File: config.mk
export PLATFORM = sky130hd
export DESIGN_NAME = axi_slave_responder
export DESIGN_NICKNAME = d
export VERILOG_FILES = /design/src/rtl/axi_slave_responder.sv
export SDC_FILE = /design/constraint.sdc
export NUM_CORES = 1
export LEC_CHECK = 0
export ABC_CLOCK_PERIOD_IN_PS = 6530
export CORE_MARGIN = 2
export CORE_UTILIZATION = 64
export CTS_CLUSTER_DIAMETER = 80
export DETAILED_ROUTE_END_ITERATION = 8
export GPL_ROUTABILITY_DRIVEN = 0
export PLACE_DENSITY = 0.95
export SYNTH_ARGS = -nofsm -noshare
export SYNTH_HDL_FRONTEND = slang
export SYNTH_SLANG_ARGS = --single-unit
File: constraint.sdc
create_clock -name ACLK -period 6.53 [get_ports ACLK]
set_clock_uncertainty 0.05 [all_clocks]
set_input_delay 0.653 -clock ACLK [delete_from_list [all_inputs] [get_ports ACLK]]
set_output_delay 0.653 -clock ACLK [all_outputs]
set_load 0.1 [all_outputs]
File: src/rtl/axi_slave_responder.sv
// AXI4 slave backed by a small word memory, with independent write (W_IDLE/W_DATA/W_RESP)
// and read (R_IDLE/R_DATA) FSMs. Optional macro AXI_SLV_RANGE_CHECK_EN enables out-of-window SLVERR.
module axi_slave_responder #(
    parameter int unsigned           ID_WIDTH   = 4,
    parameter int unsigned           ADDR_WIDTH = 32,
    parameter int unsigned           MEM_WORDS  = 16,
    parameter logic [ADDR_WIDTH-1:0] BASE_ADDR  = '0
) (
    input  logic                  ACLK,
    input  logic                  ARESET,
    input  logic [ID_WIDTH-1:0]   S_AWID,
    input  logic [ADDR_WIDTH-1:0] S_AWADDR,
    input  logic [3:0]            S_AWLEN,
    input  logic [1:0]            S_AWBURST,
    input  logic                  S_AWVALID,
    output logic                  S_AWREADY,
    input  logic [31:0]           S_WDATA,
    input  logic [3:0]            S_WSTRB,
    input  logic                  S_WLAST,
    input  logic                  S_WVALID,
    output logic                  S_WREADY,
    output logic [ID_WIDTH-1:0]   S_BID,
    output logic [1:0]            S_BRESP,
    output logic                  S_BVALID,
    input  logic                  S_BREADY,
    input  logic [ID_WIDTH-1:0]   S_ARID,
    input  logic [ADDR_WIDTH-1:0] S_ARADDR,
    input  logic [3:0]            S_ARLEN,
    input  logic [1:0]            S_ARBURST,
    input  logic                  S_ARVALID,
    output logic                  S_ARREADY,
    output logic [ID_WIDTH-1:0]   S_RID,
    output logic [31:0]           S_RDATA,
    output logic [1:0]            S_RRESP,
    output logic                  S_RLAST,
    output logic                  S_RVALID,
    input  logic                  S_RREADY
);

    localparam int unsigned IDX_W = $clog2(MEM_WORDS);
`ifdef AXI_SLV_RANGE_CHECK_EN
    localparam logic RANGE_CHK = 1'b1;
`else
    localparam logic RANGE_CHK = 1'b0;
`endif

    typedef enum logic [1:0] {W_IDLE, W_DATA, W_RESP} wstate_e;
    typedef enum logic {R_IDLE, R_DATA} rstate_e;

    function automatic logic [IDX_W-1:0] word_idx(input logic [ADDR_WIDTH-1:0] a);
        return IDX_W'((a - BASE_ADDR) >> 2);
    endfunction

    function automatic logic out_of_range(input logic [ADDR_WIDTH-1:0] a);
        return RANGE_CHK && (((a - BASE_ADDR) >> (IDX_W + 2)) != '0);
    endfunction

    function automatic logic burst_bad(input logic [3:0] len, input logic [1:0] burst);
        return (burst == 2'b11) ||
               ((burst == 2'b10) && !(len == 4'd1 || len == 4'd3 || len == 4'd7 || len == 4'd15));
    endfunction

    // WRAP keeps the bits above the (len+1)*4 window and wraps the bits inside it
    function automatic logic [ADDR_WIDTH-1:0] next_addr(input logic [ADDR_WIDTH-1:0] a,
                                                        input logic [3:0] len,
                                                        input logic [1:0] burst);
        logic [ADDR_WIDTH-1:0] mask;
        mask = ADDR_WIDTH'({len, 2'b11});
        if (burst == 2'b00) return a;
        if (burst == 2'b10 && !burst_bad(len, burst))
            return (a & ~mask) | ((a + ADDR_WIDTH'(4)) & mask);
        return a + ADDR_WIDTH'(4);
    endfunction

    logic [31:0] mem_q [MEM_WORDS];

    wstate_e               wstate_q, wstate_d;
    logic [ID_WIDTH-1:0]   wid_q, wid_d;
    logic [ADDR_WIDTH-1:0] waddr_q, waddr_d;
    logic [3:0]            wlen_q, wlen_d, wcnt_q, wcnt_d;
    logic [1:0]            wburst_q, wburst_d;
    logic                  werr_q, werr_d;

    rstate_e               rstate_q, rstate_d;
    logic [ID_WIDTH-1:0]   rid_q, rid_d;
    logic [ADDR_WIDTH-1:0] raddr_q, raddr_d, raddr_nxt;
    logic [3:0]            rlen_q, rlen_d, rcnt_q, rcnt_d;
    logic [1:0]            rburst_q, rburst_d;
    logic [31:0]           rdata_q, rdata_d;
    logic                  rerr_q, rerr_d;

    logic aw_hs, w_hs, b_hs, ar_hs, r_hs, mem_we;
    logic [IDX_W-1:0] widx;

    assign S_AWREADY = (wstate_q == W_IDLE) && !ARESET;
    assign S_WREADY  = (wstate_q == W_DATA) && !ARESET;
    assign S_BVALID  = (wstate_q == W_RESP) && !ARESET;
    assign S_BID     = (wstate_q == W_RESP) ? wid_q : '0;
    assign S_BRESP   = ((wstate_q == W_RESP) && werr_q) ? 2'b10 : 2'b00;

    assign S_ARREADY = (rstate_q == R_IDLE) && !ARESET;
    assign S_RVALID  = (rstate_q == R_DATA) && !ARESET;
    assign S_RID     = (rstate_q == R_DATA) ? rid_q : '0;
    assign S_RDATA   = (rstate_q == R_DATA) ? rdata_q : '0;
    assign S_RRESP   = ((rstate_q == R_DATA) && rerr_q) ? 2'b10 : 2'b00;
    assign S_RLAST   = (rstate_q == R_DATA) && (rcnt_q == rlen_q);

    assign aw_hs  = S_AWVALID && S_AWREADY;
    assign w_hs   = S_WVALID && S_WREADY;
    assign b_hs   = S_BVALID && S_BREADY;
    assign ar_hs  = S_ARVALID && S_ARREADY;
    assign r_hs   = S_RVALID && S_RREADY;
    assign widx   = word_idx(waddr_q);
    assign mem_we = w_hs && !out_of_range(waddr_q);

    always_comb begin
        wstate_d = wstate_q;
        wid_d    = wid_q;
        waddr_d  = waddr_q;
        wlen_d   = wlen_q;
        wburst_d = wburst_q;
        wcnt_d   = wcnt_q;
        werr_d   = werr_q;
        case (wstate_q)
            W_IDLE: if (aw_hs) begin
                wstate_d = W_DATA;
                wid_d    = S_AWID;
                waddr_d  = S_AWADDR;
                wlen_d   = S_AWLEN;
                wburst_d = S_AWBURST;
                wcnt_d   = '0;
                werr_d   = burst_bad(S_AWLEN, S_AWBURST);
            end
            W_DATA: if (w_hs) begin
                wcnt_d  = wcnt_q + 4'd1;
                waddr_d = next_addr(waddr_q, wlen_q, wburst_q);
                if (((wcnt_q == wlen_q) != S_WLAST) || out_of_range(waddr_q)) werr_d = 1'b1;
                if (wcnt_q == wlen_q) wstate_d = W_RESP;
            end
            W_RESP: if (b_hs) wstate_d = W_IDLE;
            default: wstate_d = W_IDLE;
        endcase
    end

    // Read data is registered at each beat so it stays stable under back-pressure
    always_comb begin
        rstate_d  = rstate_q;
        rid_d     = rid_q;
        raddr_d   = raddr_q;
        rlen_d    = rlen_q;
        rburst_d  = rburst_q;
        rcnt_d    = rcnt_q;
        rdata_d   = rdata_q;
        rerr_d    = rerr_q;
        raddr_nxt = next_addr(raddr_q, rlen_q, rburst_q);
        case (rstate_q)
            R_IDLE: if (ar_hs) begin
                rstate_d = R_DATA;
                rid_d    = S_ARID;
                raddr_d  = S_ARADDR;
                rlen_d   = S_ARLEN;
                rburst_d = S_ARBURST;
                rcnt_d   = '0;
                rdata_d  = out_of_range(S_ARADDR) ? '0 : mem_q[word_idx(S_ARADDR)];
                rerr_d   = burst_bad(S_ARLEN, S_ARBURST) || out_of_range(S_ARADDR);
            end
            R_DATA: if (r_hs) begin
                if (rcnt_q == rlen_q) begin
                    rstate_d = R_IDLE;
                end else begin
                    rcnt_d  = rcnt_q + 4'd1;
                    raddr_d = raddr_nxt;
                    rdata_d = out_of_range(raddr_nxt) ? '0 : mem_q[word_idx(raddr_nxt)];
                    rerr_d  = burst_bad(rlen_q, rburst_q) || out_of_range(raddr_nxt);
                end
            end
            default: rstate_d = R_IDLE;
        endcase
    end

    always_ff @(posedge ACLK) begin
        if (ARESET) begin
            wstate_q <= W_IDLE;
            wid_q    <= '0;
            waddr_q  <= '0;
            wlen_q   <= '0;
            wburst_q <= '0;
            wcnt_q   <= '0;
            werr_q   <= 1'b0;
            rstate_q <= R_IDLE;
            rid_q    <= '0;
            raddr_q  <= '0;
            rlen_q   <= '0;
            rburst_q <= '0;
            rcnt_q   <= '0;
            rdata_q  <= '0;
            rerr_q   <= 1'b0;
        end else begin
            wstate_q <= wstate_d;
            wid_q    <= wid_d;
            waddr_q  <= waddr_d;
            wlen_q   <= wlen_d;
            wburst_q <= wburst_d;
            wcnt_q   <= wcnt_d;
            werr_q   <= werr_d;
            rstate_q <= rstate_d;
            rid_q    <= rid_d;
            raddr_q  <= raddr_d;
            rlen_q   <= rlen_d;
            rburst_q <= rburst_d;
            rcnt_q   <= rcnt_d;
            rdata_q  <= rdata_d;
            rerr_q   <= rerr_d;
        end
    end

    // Storage is intentionally not reset
    always_ff @(posedge ACLK) begin
        for (int unsigned b = 0; b < 4; b++) begin
            if (mem_we && S_WSTRB[b]) mem_q[widx][8*b +: 8] <= S_WDATA[8*b +: 8];
        end
    end

endmodule

==> metrics.txt, run 1 <==
# TYPE chip_impl_metric gauge
chip_impl_info{name="run_status",value="complete, no violations"} 1
chip_impl_metric{name="cp.arrival",unit="ps"} 3460
chip_impl_metric{name="utilization_of_the_core_after_routing",unit=""} 0.724
chip_impl_info{name="cts.root.buffer_cell",value="sky130_fd_sc_hd__clkbuf_16"} 1
chip_impl_info{name="hold_path.class",value="reg2reg"} 1
chip_impl_info{name="critical_path.endpoint_type",value="primary output"} 1
chip_impl_metric{name="multi_input_comb_area",unit="um^2"} 10200
chip_impl_metric{name="final-seq-area",unit="um^2"} 16800
chip_impl_info{name="rsz0062_at_grt",value="false"} 1
chip_impl_metric{name="rows",unit=""} 76
chip_impl_metric{name="drt-pass1-iter-count",unit=""} 8
chip_impl_metric{name="ys.warnings.count",unit=""} 0
chip_impl_metric{name="ctsHoldBuffers",unit=""} 0
chip_impl_metric{name="hold-worst-slack",unit="ps"} 402
chip_impl_metric{name="flow.area_growth_from_synthesis",unit="%"} 12.3
chip_impl_metric{name="finalHoldViolCount",unit=""} 0
chip_impl_metric{name="grt.overflow.total",unit=""} 0
chip_impl_metric{name="detail_route.iter0.violations",unit=""} 3105
chip_impl_metric{name="cap_violations",unit=""} 0
chip_impl_metric{name="clock_net_sink_count",unit=""} 585
chip_impl_metric{name="post-route-drc-count",unit=""} 0
chip_impl_info{name="ys.flop_type",value="sky130_fd_sc_hd__edfxtp_1"} 1
chip_impl_metric{name="wl_per_cell",unit="um"} 30.5
chip_impl_info{name="setup.worst_path.class",value="reg2out"} 1
chip_impl_metric{name="post_route_cells_drive_above_1_share",unit=""} 0.175
chip_impl_metric{name="die_area",unit="um^2"} 44800
chip_impl_metric{name="die-width",unit="um"} 212
chip_impl_metric{name="drt-vias-per-instance",unit=""} 7.39
chip_impl_metric{name="globalRouteTotalUtil",unit=""} 0.338
chip_impl_metric{name="core_area",unit="um^2"} 42800
chip_impl_metric{name="ant_nets",unit=""} 0
chip_impl_metric{name="fp.dieH",unit="um"} 212
chip_impl_metric{name="yosysSeqAreaShare",unit=""} 0.610
chip_impl_info{name="holdPathEnd",value="wid_q[1]"} 1
chip_impl_metric{name="worst_ir_drop_vdd",unit="mV"} 0.210
chip_impl_metric{name="synth_edf_count",unit=""} 512
chip_impl_metric{name="period_share",unit=""} 0.638
chip_impl_info{name="worst_hold_startpoint",value="wid_q[1]"} 1
chip_impl_metric{name="worstPathMaxFanout",unit=""} 49
chip_impl_metric{name="cts-htree-levels",unit=""} 2
chip_impl_metric{name="sum_of_internal_switching_and_leakage_power",unit="W"} 0.00865
chip_impl_metric{name="netlist-cell-type-count",unit=""} 58
chip_impl_metric{name="initial_utilization",unit=""} 0.645
chip_impl_metric{name="timing_max_transition_violations_final",unit=""} 0
chip_impl_metric{name="insertion_delay",unit="ps"} 630
chip_impl_metric{name="period_minus_ws_final",unit="ps"} 4170
chip_impl_metric{name="wire_length_of_the_first_global_routing_pass",unit="um"} 111000
chip_impl_metric{name="timing.final.setup_violations",unit=""} 0
chip_impl_metric{name="buffer_ports.inserted",unit=""} 119
chip_impl_metric{name="dpl.hpwl",unit="um"} 42500
chip_impl_metric{name="ios",unit=""} 178
chip_impl_metric{name="worst-slew-pin-transition",unit="ps"} 1390
chip_impl_info{name="most_common_cell_after_layout_fill_and_taps_aside",value="sky130_fd_sc_hd__edfxtp_1"} 1
chip_impl_metric{name="final_net_count",unit=""} 1999
chip_impl_metric{name="cts_setup_buffers",unit=""} 0
chip_impl_metric{name="critical_path_required",unit="ps"} 5830
chip_impl_metric{name="post_cts.resized_instances",unit=""} 0
chip_impl_metric{name="num_vias",unit=""} 18200
chip_impl_metric{name="synth_seq_cells",unit=""} 585
chip_impl_metric{name="synthesis.instances",unit=""} 1795
chip_impl_metric{name="num-fill-cells",unit=""} 2411
chip_impl_metric{name="slew-limit-headroom",unit=""} 0.0686
chip_impl_metric{name="syn_area",unit="um^2"} 27600
chip_impl_metric{name="synthesis.area_per_instance",unit="um^2"} 15.4
chip_impl_metric{name="total_leakage_power",unit="nW"} 10.2
chip_impl_metric{name="power-per-cell-area",unit="nW/um^2"} 279
chip_impl_metric{name="vias_in_the_first_global_route",unit=""} 18400
chip_impl_metric{name="fmax",unit="GHz"} 0.240
chip_impl_metric{name="reg2reg_setup_slack",unit="ps"} 2520
chip_impl_metric{name="largest_net_degree_at_the_start_of_global_routing",unit=""} 130
chip_impl_metric{name="grt_antenna_before_repair",unit=""} 3
chip_impl_metric{name="total_negative_slack",unit="ps"} 0
chip_impl_info{name="setup.worst_path.start_class",value="flop"} 1
chip_impl_info{name="crit-reg2reg-capture",value="rdata_q[7]"} 1
chip_impl_metric{name="max-clock-path-buffers",unit=""} 3
chip_impl_metric{name="route.final.wire_length",unit="um"} 75000
chip_impl_info{name="layout.cells.most_common_list",value="sky130_fd_sc_hd__edfxtp_1 (512), sky130_fd_sc_hd__mux2i_1 (229), sky130_fd_sc_hd__mux4_2 (159)"} 1
chip_impl_metric{name="cts_buffers",unit=""} 57
chip_impl_metric{name="timing.reg2reg.worst_path_depth",unit=""} 7
chip_impl_metric{name="clk_pin_slew",unit="ps"} 60
chip_impl_info{name="r2r-start",value="rburst_q[1]"} 1
chip_impl_metric{name="cell_depth_of_the_worst_hold_path",unit=""} 2
chip_impl_info{name="tritoncts",value="yes"} 1
chip_impl_metric{name="postSynth.asyncResetShare",unit=""} 0
## Yosys cell counts (all sizes together) (3+ instances only)
master | number | area, um^2
nor3 | 14 | 70.1
mux2 | 61 | 687
edfxtp | 512 | 15400
or3 | 35 | 219
a211oi | 6 | 57.6
o21ai | 33 | 165
nand3b | 6 | 45.0
nand2 | 117 | 439
mux2i | 229 | 2290
clkbuf | 62 | 238
nand2b | 12 | 75.1
a32o | 30 | 300
mux4 | 159 | 3580
a21oi | 55 | 275
nand3 | 12 | 60.1
o21a | 3 | 22.5
nor2b | 7 | 43.8
ha | 7 | 87.6
a22oi | 3 | 22.5
inv | 13 | 48.8
o211ai | 30 | 225
nor2 | 95 | 367
xor2 | 8 | 70.1
o22ai | 61 | 382
buf | 67 | 373
xnor2 | 7 | 61.3
a31oi | 5 | 31.3
dfxtp | 73 | 1460
and2 | 48 | 300
## final cells by class
class,instances,share of cell area
diodes,3,0.000242
clock buffers,85,0.0540
clock inverters,23,0.00678
inverters,13,0.00157
multi-input cells,1069,0.328
flip-flops and latches,585,0.543
well taps,546,0.0220
repair buffers,138,0.0443
## report_power, final
| part | switching [W] | leakage (nW) | internal [W] |
|---|---|---|---|
| sequential | 0.0000467 | 5.20 | 0.00411 |
| combinational | 0.000677 | 4.04 | 0.000490 |
| clock | 0.00141 | 0.923 | 0.00192 |
## worst max-delay path, stage by stage (launching register included)
cell                              delay [ps]
sky130_fd_sc_hd__dfxtp_2                 310
sky130_fd_sc_hd__buf_4                   500
sky130_fd_sc_hd__inv_1                   420
sky130_fd_sc_hd__nor2_1                  400
sky130_fd_sc_hd__clkdlybuf4s50_1        1200
## through the flow
stage / worst slack [ps] / std cells / instance area, um^2
after floorplan: 2600 / 1796 / 27600
after global placement: 2600 / 2351 / 29100
after detailed placement: 2450 / 2351 / 29100
after CTS: 2350 / 2459 / 31000
after global routing: 2270 / 2461 / 31000
final: 2360 / 2462 / 31000
## sequential cells by signal (all words and copies together), names as in the netlist, named ones only
| register | count |
|---|---|
| rcnt_q | 4 |
| rstate_q | 1 |
| wlen_q | 4 |
| raddr_q | 4 |
| waddr_q | 1 |
| rerr_q | 1 |
| rdata_q | 32 |
| wstate_q | 2 |
| mem_q | 512 |
| rlen_q | 4 |
| wburst_q | 2 |
| rburst_q | 2 |
| rid_q | 4 |
| wid_q | 4 |
| werr_q | 1 |
| wcnt_q | 4 |
## how the worst max path moves through the flow
| stage | end | slack [ps] | depth (start not counted) | from |
|---|---|---|---|---|
| floorplan | S_AWREADY | 2600 | 4 | ARESET |
| global route | S_RVALID | 2270 | 4 | rstate_q |
| CTS | S_RVALID | 2350 | 4 | rstate_q |
| global placement | rdata_q[10] | 2600 | 9 | ARESET |
| detailed placement | rdata_q[7] | 2450 | 9 | ARESET |
| finish | S_RVALID | 2360 | 4 | rstate_q |
## routing by layer
layer	global-route usage	wire, um
met5	0	13
met4	0.210	4840
met3	0.0817	9770
met2	0.534	35900
met1	0.425	24500
## logic make-up (layout without fill, tap and decap cells)
kind of cell,after synthesis,in the layout,synth area share
adders and majority gates,7,7,0.00318
buffers and inverters,142,259,0.0239
xor gates and xnor gates,15,15,0.00476
and+or+nand+nor,355,355,0.0613
DFF,585,585,0.610
other,1,5,0.000136
AOI/OAI and AO/OA,241,241,0.0585
muxes,449,449,0.238
(Power assumes the default switching activity.)
==> inputs of run 2 (changes only) <==
Settings changed: ABC_CLOCK_PERIOD_IN_PS 6530 to 3800, CORE_UTILIZATION 64 to 54, PLACE_DENSITY 0.95 to 0.88.
Clock period 6.53 ns to 3.8 ns, I/O delays scaled along.
==> run 2 against run 1 <==
Compared with the run above: core utilization fell by 9.2 points; die area rose by 18%; worst setup slack worse by 1900 ps; global-route usage down 6.4 points; via count shrank 1.8%; largest power group unchanged; highest routed layer is now met4.
==> metrics.txt, run 2 (same netlist as run 1, synthesis figures left out) <==
# TYPE chip_impl_metric gauge
chip_impl_metric{name="worst-slew-pin-transition",unit="ps"} 1150
chip_impl_info{name="tritoncts",value="yes"} 1
chip_impl_metric{name="wire_length_of_the_first_global_routing_pass",unit="um"} 108000
chip_impl_metric{name="cts-htree-levels",unit=""} 2
chip_impl_info{name="layout.cells.most_common_list",value="sky130_fd_sc_hd__edfxtp_1 (512), sky130_fd_sc_hd__mux2i_1 (229), sky130_fd_sc_hd__mux4_2 (159)"} 1
chip_impl_metric{name="post_route_cells_drive_above_1_share",unit=""} 0.226
chip_impl_metric{name="grt.overflow.total",unit=""} 0
chip_impl_metric{name="worstPathMaxFanout",unit=""} 48
chip_impl_info{name="registers_with_the_most_flip_flops",value="mem_q x512, rdata_q x32"} 1
chip_impl_metric{name="timing.final.setup_violations",unit=""} 0
chip_impl_metric{name="max-clock-path-buffers",unit=""} 3
chip_impl_info{name="rsz0062_at_grt",value="false"} 1
chip_impl_metric{name="flow.area_growth_from_synthesis",unit="%"} 15.3
chip_impl_metric{name="drt-pass1-iter-count",unit=""} 6
chip_impl_metric{name="largest_net_degree_at_the_start_of_global_routing",unit=""} 72
chip_impl_metric{name="num_vias",unit=""} 17900
chip_impl_metric{name="post-route-drc-count",unit=""} 0
chip_impl_metric{name="grt_antenna_before_repair",unit=""} 1
chip_impl_metric{name="rows",unit=""} 82
chip_impl_metric{name="die_area",unit="um^2"} 52900
chip_impl_metric{name="cts_setup_buffers",unit=""} 0
chip_impl_metric{name="finalHoldViolCount",unit=""} 0
chip_impl_metric{name="cap_violations",unit=""} 0
chip_impl_info{name="regMostFlops",value="mem_q"} 1
chip_impl_metric{name="dpl.hpwl",unit="um"} 44200
chip_impl_metric{name="ios",unit=""} 178
chip_impl_metric{name="cell_depth_of_the_worst_hold_path",unit=""} 3
chip_impl_info{name="run_status",value="complete, no violations"} 1
chip_impl_info{name="hold_path.class",value="in2reg"} 1
chip_impl_info{name="setup.worst_path.class",value="reg2out"} 1
chip_impl_metric{name="period_minus_ws_final",unit="ps"} 3330
chip_impl_metric{name="post_cts.resized_instances",unit=""} 0
chip_impl_metric{name="cp.arrival",unit="ps"} 2900
chip_impl_metric{name="largest_register_ff_count",unit=""} 512
chip_impl_info{name="setup.worst_path.start_class",value="flop"} 1
chip_impl_metric{name="detail_route.iter0.violations",unit=""} 2689
chip_impl_metric{name="fmax",unit="GHz"} 0.301
chip_impl_metric{name="clk_pin_slew",unit="ps"} 60
chip_impl_metric{name="period_share",unit=""} 0.875
chip_impl_info{name="most_common_cell_after_layout_fill_and_taps_aside",value="sky130_fd_sc_hd__edfxtp_1"} 1
chip_impl_metric{name="timing.reg2reg.worst_path_depth",unit=""} 7
chip_impl_metric{name="route.final.wire_length",unit="um"} 72800
chip_impl_metric{name="core_area",unit="um^2"} 50300
chip_impl_metric{name="ctsHoldBuffers",unit=""} 0
chip_impl_metric{name="initial_utilization",unit=""} 0.549
chip_impl_metric{name="fp.dieH",unit="um"} 230
chip_impl_metric{name="power-per-cell-area",unit="nW/um^2"} 461
chip_impl_metric{name="total_leakage_power",unit="nW"} 10.7
chip_impl_metric{name="insertion_delay",unit="ps"} 630
chip_impl_metric{name="place_area",unit="um^2"} 30000
chip_impl_metric{name="critical_path_required",unit="ps"} 3370
chip_impl_metric{name="drt-vias-per-instance",unit=""} 6.69
chip_impl_metric{name="slew-limit-headroom",unit=""} 0.230
chip_impl_metric{name="worst_ir_drop_vdd",unit="mV"} 0.340
chip_impl_metric{name="globalRouteTotalUtil",unit=""} 0.274
chip_impl_metric{name="wl_per_cell",unit="um"} 27.2
chip_impl_metric{name="final_net_count",unit=""} 2089
chip_impl_info{name="cts.root.buffer_cell",value="sky130_fd_sc_hd__clkbuf_16"} 1
chip_impl_metric{name="timing_max_transition_violations_final",unit=""} 0
chip_impl_info{name="critical_path.endpoint_type",value="primary output"} 1
chip_impl_metric{name="die-width",unit="um"} 230
chip_impl_metric{name="stdcell_area",unit="um^2"} 31800
chip_impl_metric{name="buffer_ports.inserted",unit=""} 119
chip_impl_metric{name="cts_buffers",unit=""} 57
chip_impl_metric{name="ant_nets",unit=""} 0
chip_impl_metric{name="total_negative_slack",unit="ps"} 0
chip_impl_metric{name="vias_in_the_first_global_route",unit=""} 18100
chip_impl_metric{name="clock_net_sink_count",unit=""} 585
==> run 2: path summary, 6_finish.rpt <==
path	endpoint	startpoint	slack (ps)
hold / removal	rid_q[3]	S_ARID[3]	250
hold reg to reg	wid_q[0]	wid_q[0]	410
setup / recovery	S_RDATA[19]	rstate_q	470
setup reg to reg	rdata_q[4]	rburst_q[1]	650
==> run 2: power by group <==
part           internal [W]  switching, W
Combinational      0.000904       0.00114
Sequential          0.00706     0.0000771
Clock               0.00308       0.00239
Total                0.0110       0.00361
==> run 2: worst max-delay path, cell delays in order (launching register included) <==
cell and delay [ps]:
sky130_fd_sc_hd__dfxtp_2 320, sky130_fd_sc_hd__buf_4 500, sky130_fd_sc_hd__and2_1 270, sky130_fd_sc_hd__clkdlybuf4s50_1 1140
==> run 2: area by class of cell <==
cell class	instances	area [um^2]
antenna	2	5.00
clock buffer	70	1480
clock inverter	33	292
fill	3342	18500
inverter	13	48.8
multi-input combinational	1069	10200
sequential	585	16800
tap	672	841
timing repair buffer	228	2140
==> run 2: layer usage <==
metal / global-route usage / vias up / wire length (um)
li1: - / 7457 / -
met1: 0.344 / 8879 / 25300
met2: 0.454 / 1250 / 35600
met3: 0.0542 / 278 / 8210
met4: 0.137 / 0 / 3680
met5: 0 / - / 0
==> run 2: metrics by stage <==
| stage | std cells | utilization | hold slack, ps | setup WS [ps] | total power, W |
|---|---|---|---|---|---|
| 2_1_floorplan | 1796 | - | 382 | 189 | 0.00868 |
| 3_5_place_dp | 2567 | 0.597 | 399 | 778 | 0.00928 |
| 3_3_place_gp | 2567 | 0.597 | 388 | 823 | 0.00920 |
| 6_report | 2672 | 0.632 | 255 | 473 | 0.0147 |
| 4_1_cts | 2670 | 0.632 | 241 | 405 | 0.0147 |
| 5_1_grt | 2671 | 0.632 | 305 | 403 | 0.0151 |
